--- src/rtl/uart_tx_queue.sv ---
// Byte FIFO feeding a UART transmitter: launches one byte per frame, o_Tx_DV one cycle after push into an idle, empty queue.
// Launch waits for i_Tx_Active=0 and i_Tx_Done; a push into a full queue with no same-cycle pop is dropped and sets o_Overflow.
module uart_tx_queue #(
  parameter int DEPTH = 16,
  localparam int ADDR_W = $clog2(DEPTH)
) (
  input  logic              i_Clock,
  input  logic              i_Reset,
  input  logic              i_Wr_DV,
  input  logic [7:0]        i_Wr_Byte,
  input  logic              i_Tx_Active,
  input  logic              i_Tx_Done,
  output logic              o_Tx_DV,
  output logic [7:0]        o_Tx_Byte,
  output logic [ADDR_W:0]   o_Count,
  output logic              o_Empty,
  output logic              o_Full,
  output logic              o_Overflow,
  output logic              o_Busy
);

  typedef enum logic {IDLE, WAIT_DONE} state_e;

  localparam logic [ADDR_W:0] FULL_CNT = (ADDR_W+1)'(DEPTH);

  state_e            state_q, state_d;
  logic [ADDR_W-1:0] rd_q, rd_d;
  logic [ADDR_W-1:0] wr_q, wr_d;
  logic [ADDR_W:0]   count_q, count_d;
  logic              tx_dv_q, tx_dv_d;
  logic [7:0]        tx_byte_q, tx_byte_d;
  logic              overflow_q, overflow_d;
  logic [7:0]        mem_q [DEPTH];
  logic [7:0]        mem_d [DEPTH];
  logic              pop;
  logic              push;

  always_comb begin
    state_d    = state_q;
    rd_d       = rd_q;
    wr_d       = wr_q;
    count_d    = count_q;
    tx_dv_d    = 1'b0;
    tx_byte_d  = tx_byte_q;
    overflow_d = overflow_q;
    mem_d      = mem_q;
    pop        = 1'b0;
    push       = 1'b0;

    case (state_q)
      IDLE: begin
        if (count_q != '0 && !i_Tx_Active) begin
          pop       = 1'b1;
          tx_dv_d   = 1'b1;
          tx_byte_d = mem_q[rd_q];
          rd_d      = rd_q + ADDR_W'(1);
          state_d   = WAIT_DONE;
        end
      end
      WAIT_DONE: begin
        // Transmitter busy is deliberately ignored here; only the done pulse ends the frame.
        if (i_Tx_Done) begin
          state_d = IDLE;
        end
      end
      default: state_d = IDLE;
    endcase

    // A pop frees a slot in the same cycle, so a full queue can still accept.
    push = i_Wr_DV && (count_q != FULL_CNT || pop);
    if (push) begin
      mem_d[wr_q] = i_Wr_Byte;
      wr_d        = wr_q + ADDR_W'(1);
    end else if (i_Wr_DV) begin
      overflow_d = 1'b1;
    end

    if (push && !pop) begin
      count_d = count_q + (ADDR_W+1)'(1);
    end else if (pop && !push) begin
      count_d = count_q - (ADDR_W+1)'(1);
    end
  end

  always_ff @(posedge i_Clock or posedge i_Reset) begin
    if (i_Reset) begin
      state_q    <= IDLE;
      rd_q       <= '0;
      wr_q       <= '0;
      count_q    <= '0;
      tx_dv_q    <= 1'b0;
      tx_byte_q  <= 8'h00;
      overflow_q <= 1'b0;
    end else begin
      state_q    <= state_d;
      rd_q       <= rd_d;
      wr_q       <= wr_d;
      count_q    <= count_d;
      tx_dv_q    <= tx_dv_d;
      tx_byte_q  <= tx_byte_d;
      overflow_q <= overflow_d;
    end
  end

  // Storage is not reset; pointers and count define which entries are valid.
  always_ff @(posedge i_Clock) begin
    mem_q <= mem_d;
  end

  assign o_Tx_DV    = tx_dv_q;
  assign o_Tx_Byte  = tx_byte_q;
  assign o_Count    = count_q;
  assign o_Empty    = (count_q == '0);
  assign o_Full     = (count_q == FULL_CNT);
  assign o_Overflow = overflow_q;
  assign o_Busy     = (state_q != IDLE);

endmodule
--- config.mk ---
export PLATFORM = sky130hd
export DESIGN_NAME = uart_tx_queue
export DESIGN_NICKNAME = d
export VERILOG_FILES = /design/src/rtl/uart_tx_queue.sv
export SDC_FILE = /design/constraint.sdc
export NUM_CORES = 1
export LEC_CHECK = 0
export ABC_AREA = 1
export BUFFER_PORTS_ARGS = -buffer_cell sky130_fd_sc_hd__buf_2
export CORE_MARGIN = 2
export CORE_UTILIZATION = 60
export CTS_BUF_LIST = sky130_fd_sc_hd__clkbuf_2 sky130_fd_sc_hd__clkbuf_4 sky130_fd_sc_hd__clkbuf_8
export CTS_CLUSTER_SIZE = 12
export DETAILED_ROUTE_END_ITERATION = 10
export PLACE_DENSITY_LB_ADDON = 0.12
export SYNTH_ARGS = -nofsm -noshare
export SYNTH_HDL_FRONTEND = slang
export SYNTH_SLANG_ARGS = --single-unit
--- constraint.sdc ---
create_clock -name i_Clock -period 3.8 [get_ports i_Clock]
set_input_delay 0.38 -clock i_Clock [delete_from_list [all_inputs] [get_ports i_Clock]]
set_output_delay 0.38 -clock i_Clock [all_outputs]
set_load 0.02 [all_outputs]
After elaboration in Yosys (flattened, before gate mapping):

Index checks and enable logic that the tools add are counted.

* add/subtract/negate cells: 4
* order comparisons: 3
* eq/ne operators: 2
* multiplexer cells: 12
* bitwise logic cells: 4
* reductions and logical operators: 14

Operators with widths (count)
* $bwmux W128: 1
* $bmux W8 S4: 1
* $demux W8 S4: 1
* $mux W8: 3
* $ge A5 B5 Y1 const B: 2
* $mux W5: 2
* $not A4 Y5: 2
* $add A4 B1 Y4 const B: 2
* $add A5 B1 Y5 const B: 1
* $eq A5 B5 Y1 const B: 1
* $logic_and A1 B1 Y1: 5
* $logic_not A5 Y1: 1
* $lt A5 B1 Y1 const B: 1
* $ne A5 B5 Y1 const B: 1
* $reduce_bool A5 Y1: 1
* $sub A5 B1 Y5 const B: 1
* $reduce_and A2 Y1: 2
* $logic_not A1 Y1: 3
* $mux W1: 3
* $not A1 Y1: 2
* $pmux W1 S2: 1
* $reduce_bool A2 Y1: 1
* $logic_or A1 B1 Y1: 1

* register bits after elaboration: 152
* word-level logic and storage cells: 62

Longest topological paths before layout:

Gate-level depths: netlist of run 1.

* depth in word-level cells: 10
* gate-level depth with buffers: 15
* mapped depth without buffers: 15

Worst setup path after synthesis of run 1:

No wires, ideal clock.

* path kind: reg-to-reg
* start: register count_q[2], in the netlist o_Count[2]
* end: register count_q[4], in the netlist o_Count[4]
* setup time: 0.121 ns
* arrival: 2.487 ns
* data required time: 3.679 ns
* slack: 1.192 ns
* cell stages (with the launch flop): 16
* period minus slack after synthesis: 2.608 ns
* path through: dfrtp_1 -> nor2_1 -> nand3_1 -> nor2_2 -> nand2_2 -> nand2_4 -> inv_2 -> ha_1 -> inv_1 -> ha_1 -> a21oi_1 -> o21ai_0 -> a21oi_1 -> o21ai_0 -> nand2_1 -> nand2_1

* word-level cells in the longest chain between the ends: 9
* elaborated cells between the ends (all ways): 16
* classes of those cells: 2 x add/sub; 1 x eq/ne; 4 x mux; 9 x reduce/logical

Ends and longest elaborated chain
* from (decl): RTL line 29 `logic [ADDR_W:0] count_q, count_d;`
* from (signal assigned): RTL line 98 `count_q <= count_d;`
* $reduce_bool A5 Y1: RTL line 52 `if (count_q != '0 && !i_Tx_Active) begin`
* $logic_and A1 B1 Y1: RTL line 52
* $mux W1: RTL line 52
* $mux W1: RTL line 50 `case (state_q)`
* $logic_or A1 B1 Y1 (*): RTL line 70 `push = i_Wr_DV && (count_q != FULL_CNT || pop);`
* $logic_and A1 B1 Y1 (*): RTL line 70
* named net push: RTL line 36 `logic push;`
* $logic_not A1 Y1: RTL line 80 `end else if (pop && !push) begin`
* $logic_and A1 B1 Y1: RTL line 80
* $reduce_bool A2 Y1 (no line)

Mark *: on every way through the listed nets, which the timed path passes. The rest lies on a longest branch. The select of a mux whose other input is x is not followed.
A chain may end at the register's enable or synchronous reset.

Worst setup path in the final report of run 1:

Ends and elaborated chain as after synthesis.

==> impl_metrics.tcl, run 1 <==
set metrics [dict create \
    tightest_slew_ns 1.22 \
    cts_buffer_depth 2 \
    fin_nets 719 \
    finalPower_w 0.00540 \
    clk_pin_slew_ns 0.08 \
    routed-via-count 4509 \
    hold_buffers 0 \
    ctsRootBufferMaster "clkbuf_8" \
    endpoint_kind "register" \
    rows 38 \
    synth_top_area_cell "edfxtp_1" \
    outcome "completed" \
    peakVddDrop_v 0.000735 \
    p_clk_share_pct 23.4 \
    grt_max_degree 67 \
    clock_skew_ns 0.0127 \
    netlist.area_leader.share_pct 56.6 \
    ys_types 29 \
    via_per_inst 5.32 \
    wl_per_cell_um 16.4 \
    p_switching_w 0.00209 \
    cts_sinks 152 \
    netlist_area_um2 6790 \
    worstPathCellList "nor2_1 -> nand4_2 -> nand2_2 -> nand2_2 -> nand2_4 -> inv_2 -> ha_1 -> inv_1 -> ha_1 -> a21oi_1 -> o21ai_0 -> a21oi_1 -> o21ai_0 -> nand2_1 -> nand2_1" \
    first_pass_iters 5 \
    cts.htree.levels 4 \
    cts_tree "built" \
    pwr_density_cell_nw_per_um2 729 \
    postLayoutCoreUtil_pct 67.7 \
    grt_pass1_wl_um 21400 \
    critical_path_class "register to register" \
    cp.required_ns 4.14 \
    finalSetupViolations 0 \
    gp_congestion 0.912 \
    seq_power_share_pct 41.1 \
    hold_class "primary input to asynchronous set/reset pin" \
    critPathArrivalTime_ns 3.26 \
    fin_crit_ns 2.92 \
    hold_viol_final 0 \
    ys_seq_area_share_pct 65.4 \
    overflow 0 \
    cap_violations 0 \
    worst_path_max_delay_cell "dfrtp_1" \
    ios 31 \
    fin_cells 848 \
    busiest_layer "met2" \
    slew_headroom_pct 18.0 \
    clock_latency_ns 0.45 \
    syn_inst 669 \
    p_leak_nw 3.29 \
    antenna_found_initial 0 \
    grt_usage_pct 24.6 \
    cp-start-kind "register" \
    comb_power_share_pct 35.5 \
    synth_warnings 0 \
    portBuffers 30 \
    initial_core_util_pct 62.1 \
    syn_to_final_growth_pct 8.95 \
    clock.fmax_mhz 342 \
    die_area_um2 12200 \
    met2_usage_pct 38.6 \
    max_stage_delay_ns 0.43 \
    rsz0062_at_grt "false" \
    cts_made_buffers 17 \
    antenna_cells 0 \
    intPower_w 0.00331 \
    dpl.cell_count 816 \
    fin_crit_sh_pct 76.8 \
    cts_setup_buffers 0 \
    avgSynthCellArea_um2 10.2 \
    grt_pass1_vias 4084 \
    tns_ns 0 \
    gr-usage-met1_pct 34.2 \
    critical_path_buf_inv_count 2 \
    ant_nets 0 \
    die_h_um 110 \
    drt-initial-drc-count 437 \
    dp_hpwl_um 8780 \
    synth_fp_nets 693 \
    grt_use_met3_pct 5.47 \
    slew_viol_final 0 \
    core-area_um2 10900 \
    crit_fanout 19 \
    ys_ff_latch 152 \
    drt_drc_violations_left 0 \
    die_w_um 110 \
    layout-drive-gt1-share_pct 11.4 \
    synth.area.top_cells "edfxtp_1, nand2_1, dfrtp_1, nand3_1, inv_1" \
    critPathTopFamily "simple AND/OR/NAND/NOR gates" \
    swShare_pct 38.6 \
    ctsResizeCount 0 \
    drt_wl_total_um 13900 \
]
cells in the final DEF (no fill, tap or decap), drive strengths merged, types with 4 or more instances in the layout:
cell type  count
nor2           6
ha            10
xor2           5
nand3        101
buf           35
inv          117
a21oi          4
nor3          16
nand2        211
o21ai         10
clkbuf        20
clkinvlp       4
edfxtp       128
clkinv         7
dfrtp         24
final timing paths:
path	slack, ns	end	cells after the start	start
setup / recovery	0.88	o_Count[4]	15	o_Count[2]
hold / removal	0.12	o_Count[2]	2	i_Reset
setup reg to reg	0.88	o_Count[4]	15	o_Count[2]
hold reg to reg	0.48	o_Tx_Byte[2]	2	o_Tx_Byte[2]
max in group asynchronous	3.06	rd_q[0]	2	i_Reset
min in group i_Clock	0.12	o_Busy	2	i_Tx_Done
stage by stage:
stage	setup slack, ns	hold WS, ns	instance area (um^2)
detailed placement	0.878	0.462	6980
finish	0.880	0.122	7400
floorplan	1.19	0.395	6790
global route	0.609	0.0921	7400
CTS	0.874	0.0947	7400
global placement	1.03	0.451	6980
cell families after synthesis:
family | after synthesis | share of synthesized area [%]
buf+inv | 147 | 9.10
compound gates | 17 | 1.36
fa+ha+maj | 11 | 2.14
flops | 152 | 65.4
simple gates | 336 | 21.2
xor+xnor | 6 | 0.774
area by class of cell:
class | count | area, um^2
Inverter | 119 | 447
Tap cell | 140 | 175
Clock buffer | 20 | 263
Fill cell | 856 | 3540
Timing Repair Buffer | 35 | 188
Clock inverter | 12 | 153
Sequential cell | 152 | 4450
Multi-Input combinational cell | 370 | 1730
metal layers:
metal,routed length [um],vias to the layer above
met3,806,23
met1,6290,2136
li1,-,2207
met2,6510,143
met5,0,-
met4,263,0
power groups by stage:
stage / registers, W / logic [W] / clock network [W]
2_1_floorplan: 0.00229 / 0.00137 / 0
3_3_place_gp: 0.00224 / 0.00185 / 0
3_5_place_dp: 0.00225 / 0.00191 / 0
4_1_cts: 0.00222 / 0.00192 / 0.00128
5_1_grt: 0.00224 / 0.00213 / 0.00134
6_report: 0.00222 / 0.00191 / 0.00126
flip-flops by register name (all words and copies together), names as in the netlist:
signal,flops
o_Busy,1
o_Overflow,1
o_Count,5
rd_q,4
o_Tx_DV,1
o_Tx_Byte,8
mem_q,128
wr_q,4
cells in the mapped netlist:
cell type and number:
a21oi_1 4, a31o_2 1, a31oi_1 1, buf_2 17, buf_4 8, buf_6 2
clkbuf_1 1, clkinv_1 2, dfrtp_1 24, edfxtp_1 128, fa_1 1, ha_1 10
inv_1 112, inv_2 5, nand2_1 208, nand2_2 2, nand2_4 1, nand3_1 101
nand4_2 1, nor2_1 5, nor2_2 1, nor3_1 15, nor3_2 1, o211ai_1 1
o21ai_0 7, o21ai_1 3, or2_2 1, xnor2_1 1, xor2_1 5
Note: power is estimated with default switching activity, not from simulation.
==> run 2, diff against run 1 <==
--- a/config.mk
+++ b/config.mk
@@ -5,7 +5,7 @@
 export SDC_FILE = /design/constraint.sdc
 export NUM_CORES = 1
 export LEC_CHECK = 0
-export ABC_AREA = 1
+export ABC_AREA = 0
 export BUFFER_PORTS_ARGS = -buffer_cell sky130_fd_sc_hd__buf_2
 export CORE_MARGIN = 2
 export CORE_UTILIZATION = 60
==> constraint.sdc (replaced) <==
create_clock -name i_Clock -period 2.85 [get_ports i_Clock]
set_input_delay 0.285 -clock i_Clock [delete_from_list [all_inputs] [get_ports i_Clock]]
set_output_delay 0.285 -clock i_Clock [all_outputs]
set_load 0.02 [all_outputs]
==> run 2 against run 1 <==
- register-to-register slack got worse by 0.65 ns
- sequential share of layout area increased by 4.3 points
- clock power increased by 13%
- utilization increased by 0.098 points
- critical path type unchanged
- critical endpoint unchanged
- largest power group unchanged
==> impl_metrics.tcl, run 2 <==
set metrics [dict create \
    outcome "completed" \
    crit_fanout 5 \
    ant_nets 0 \
    ys_ff_latch 152 \
    cp-start-kind "register" \
    wl_met3_um 432 \
    cts_tree "built" \
    max_stage_delay_ns 0.44 \
    antenna_found_initial 0 \
    synth_warnings 0 \
    nFillCells 675 \
    overflow 0 \
    postPlaceCellArea_um2 6540 \
    synth_fp_nets 357 \
    clock.fmax_mhz 381 \
    grt_max_degree 28 \
    clock_skew_ns 0.00972 \
    die_w_um 106 \
    clock_latency_ns 0.43 \
    syn_to_final_growth_pct 11.3 \
    r2r_start "o_Count[0]" \
    finalPower_w 0.00653 \
    netlist.area_leader.share_pct 62.0 \
    hold_viol_final 0 \
    cp.required_ns 3.21 \
    final_cell_mix "edfxtp_1, buf_2, nand2_1" \
    cts_setup_buffers 0 \
    clk_pin_slew_ns 0.08 \
    hold_ws_ns 0.0196 \
    gp_congestion 0.711 \
    first_pass_iters 4 \
    drt-met1-wl_um 4630 \
    async_reset_ff_share_pct 15.8 \
    r2r_cells 10 \
    synth_top_area_cell "edfxtp_1" \
    slew_headroom_pct 41.8 \
    ios 31 \
    ys_seq_area_share_pct 71.7 \
    cts_buffer_depth 2 \
    grt_pass1_wl_um 16600 \
    slew_viol_final 0 \
    endpoint_kind "register" \
    cts_sinks 152 \
    avgSynthCellArea_um2 18.6 \
    cap_violations 0 \
    finalSetupViolations 0 \
    dpl.cell_count 501 \
    routed-via-count 2985 \
    synth.most_common_cell "edfxtp_1" \
    layout_commonest_cell "edfxtp_1" \
    largest_reg_flops 128 \
    p_leak_nw 2.49 \
    synthFlopType "edfxtp_1" \
    dr_wl_met2_um 5110 \
    cp-startpoint "o_Count[0]" \
    fin_cells 533 \
    rsz0062_at_grt "false" \
    tightest_slew_ns 0.872 \
    antenna_cells 0 \
    portBuffers 30 \
    core-area_um2 10200 \
    worstPathCellList "nor4_2 -> o211ai_1 -> and2_1 -> ha_1 -> inv_1 -> ha_1 -> a21o_1 -> a21oi_1 -> mux2i_1 -> xnor2_1" \
    initial_core_util_pct 60.9 \
    syn_inst 333 \
    top_layer_used "met4" \
    layout-drive-gt1-share_pct 28.2 \
    via_per_inst 5.60 \
    netlist_area_um2 6200 \
    hold_class "primary input to asynchronous set/reset pin" \
    pwr_density_cell_nw_per_um2 947 \
    peakVddDrop_v 0.000543 \
    synth_enable_flop_cells 128 \
    ys_types 36 \
    tns_ns 0 \
    drt-initial-drc-count 240 \
    die_area_um2 11200 \
    synth.area.top_cells "edfxtp_1, dfrtp_1, mux4_2, mux4_1, ha_1" \
    dp_hpwl_um 6830 \
    drt_drc_violations_left 0 \
    cts_made_buffers 17 \
    grt_pass1_vias 3059 \
    fin_crit_sh_pct 92.1 \
    fin_nets 408 \
    top_register "mem_q" \
    grt_usage_pct 20.4 \
    critPathArrivalTime_ns 2.98 \
    rows 37 \
    cts.htree.levels 4 \
    synthTopCellsByCount "edfxtp_1, nand2_1, dfrtp_1" \
    cpMostUsedCell "ha_1" \
    wl_per_cell_um 19.3 \
    die_h_um 106 \
    ctsRootBufferMaster "clkbuf_8" \
    fin_crit_ns 2.62 \
    drt_wl_total_um 10300 \
    critical_path_class "register to register" \
    worst_path_max_delay_cell "dfrtp_1" \
    design_area_um2 6900 \
]
## run 2: cell families (layout without fill, tap and decap cells)
group                    count (synthesis)  count (layout)  synth area share, %
adder cells (fa/ha/maj)                 11              11                 2.34
AO/OA/AOI/OAI                           25              25                 2.20
XOR/XNOR                                10              10                 1.41
flip-flops                             152             152                 71.7
multiplexers                            50              50                 15.5
buffers and inverters                   28              92                 2.93
AND/OR/NAND/NOR                         57              57                 3.91
## run 2: worst max-delay path: cells and delay by family (launching register included)
kind,cells,cell delay [ns]
AO/OA/AOI/OAI,3,0.50
buffers and inverters,1,0.16
adder cells (fa/ha/maj),2,0.50
XOR/XNOR,1,0.13
multiplexers,1,0.23
flip-flops,1,0.44
AND/OR/NAND/NOR,2,0.59
## run 2: timing repair
action | in CTS | in global routing
endpoints found under the setup margin | 0 | 1
resized for setup | 0 | 1
hold buffers | 0 | 0
## run 2: per-layer routing
layer / GRT usage, % / up-vias
met3: 4.33 / 12
met4: 7.61 / 0
met1: 28.6 / 1508
li1: - / 1391
met2: 32.1 / 74
met5: 0 / -
## run 2: final cells by class
type / instances / area, um^2 / share of cell area, %
inverter: 10 / 37.5 / 0.544
timing repair buffer: 50 / 313 / 4.53
sequential: 152 / 4450 / 64.4
clock buffer: 21 / 277 / 4.01
multi-input combinational: 153 / 1580 / 23.0
clock inverter: 11 / 75.1 / 1.09
tap: 136 / 170 / 2.47
## run 2: final timing paths
kind / endpoint / slack, ns
worst min register to register: o_Tx_Byte[0] / 0.49
min in group i_Clock: o_Busy / 0.04
worst min-delay path: rd_q[2] / 0.02
max in group asynchronous: rd_q[0] / 2.24
worst max-delay path: o_Count[4] / 0.23
worst max register to register: o_Count[4] / 0.23
## run 2: power breakdown
group,switching (W),internal [W]
combinational,0.00110,0.000991
sequential,0.000253,0.00277
clock,0.000760,0.000664
total,0.00211,0.00442
## run 2: per-stage QoR
stage | util, % | setup WS [ns]
floorplan | - | 0.0476
global placement | 64.3 | 0.264
detailed placement | 64.3 | 0.129
CTS | 67.7 | 0.0953
global route | 67.8 | 0.0440
finish | 67.8 | 0.225
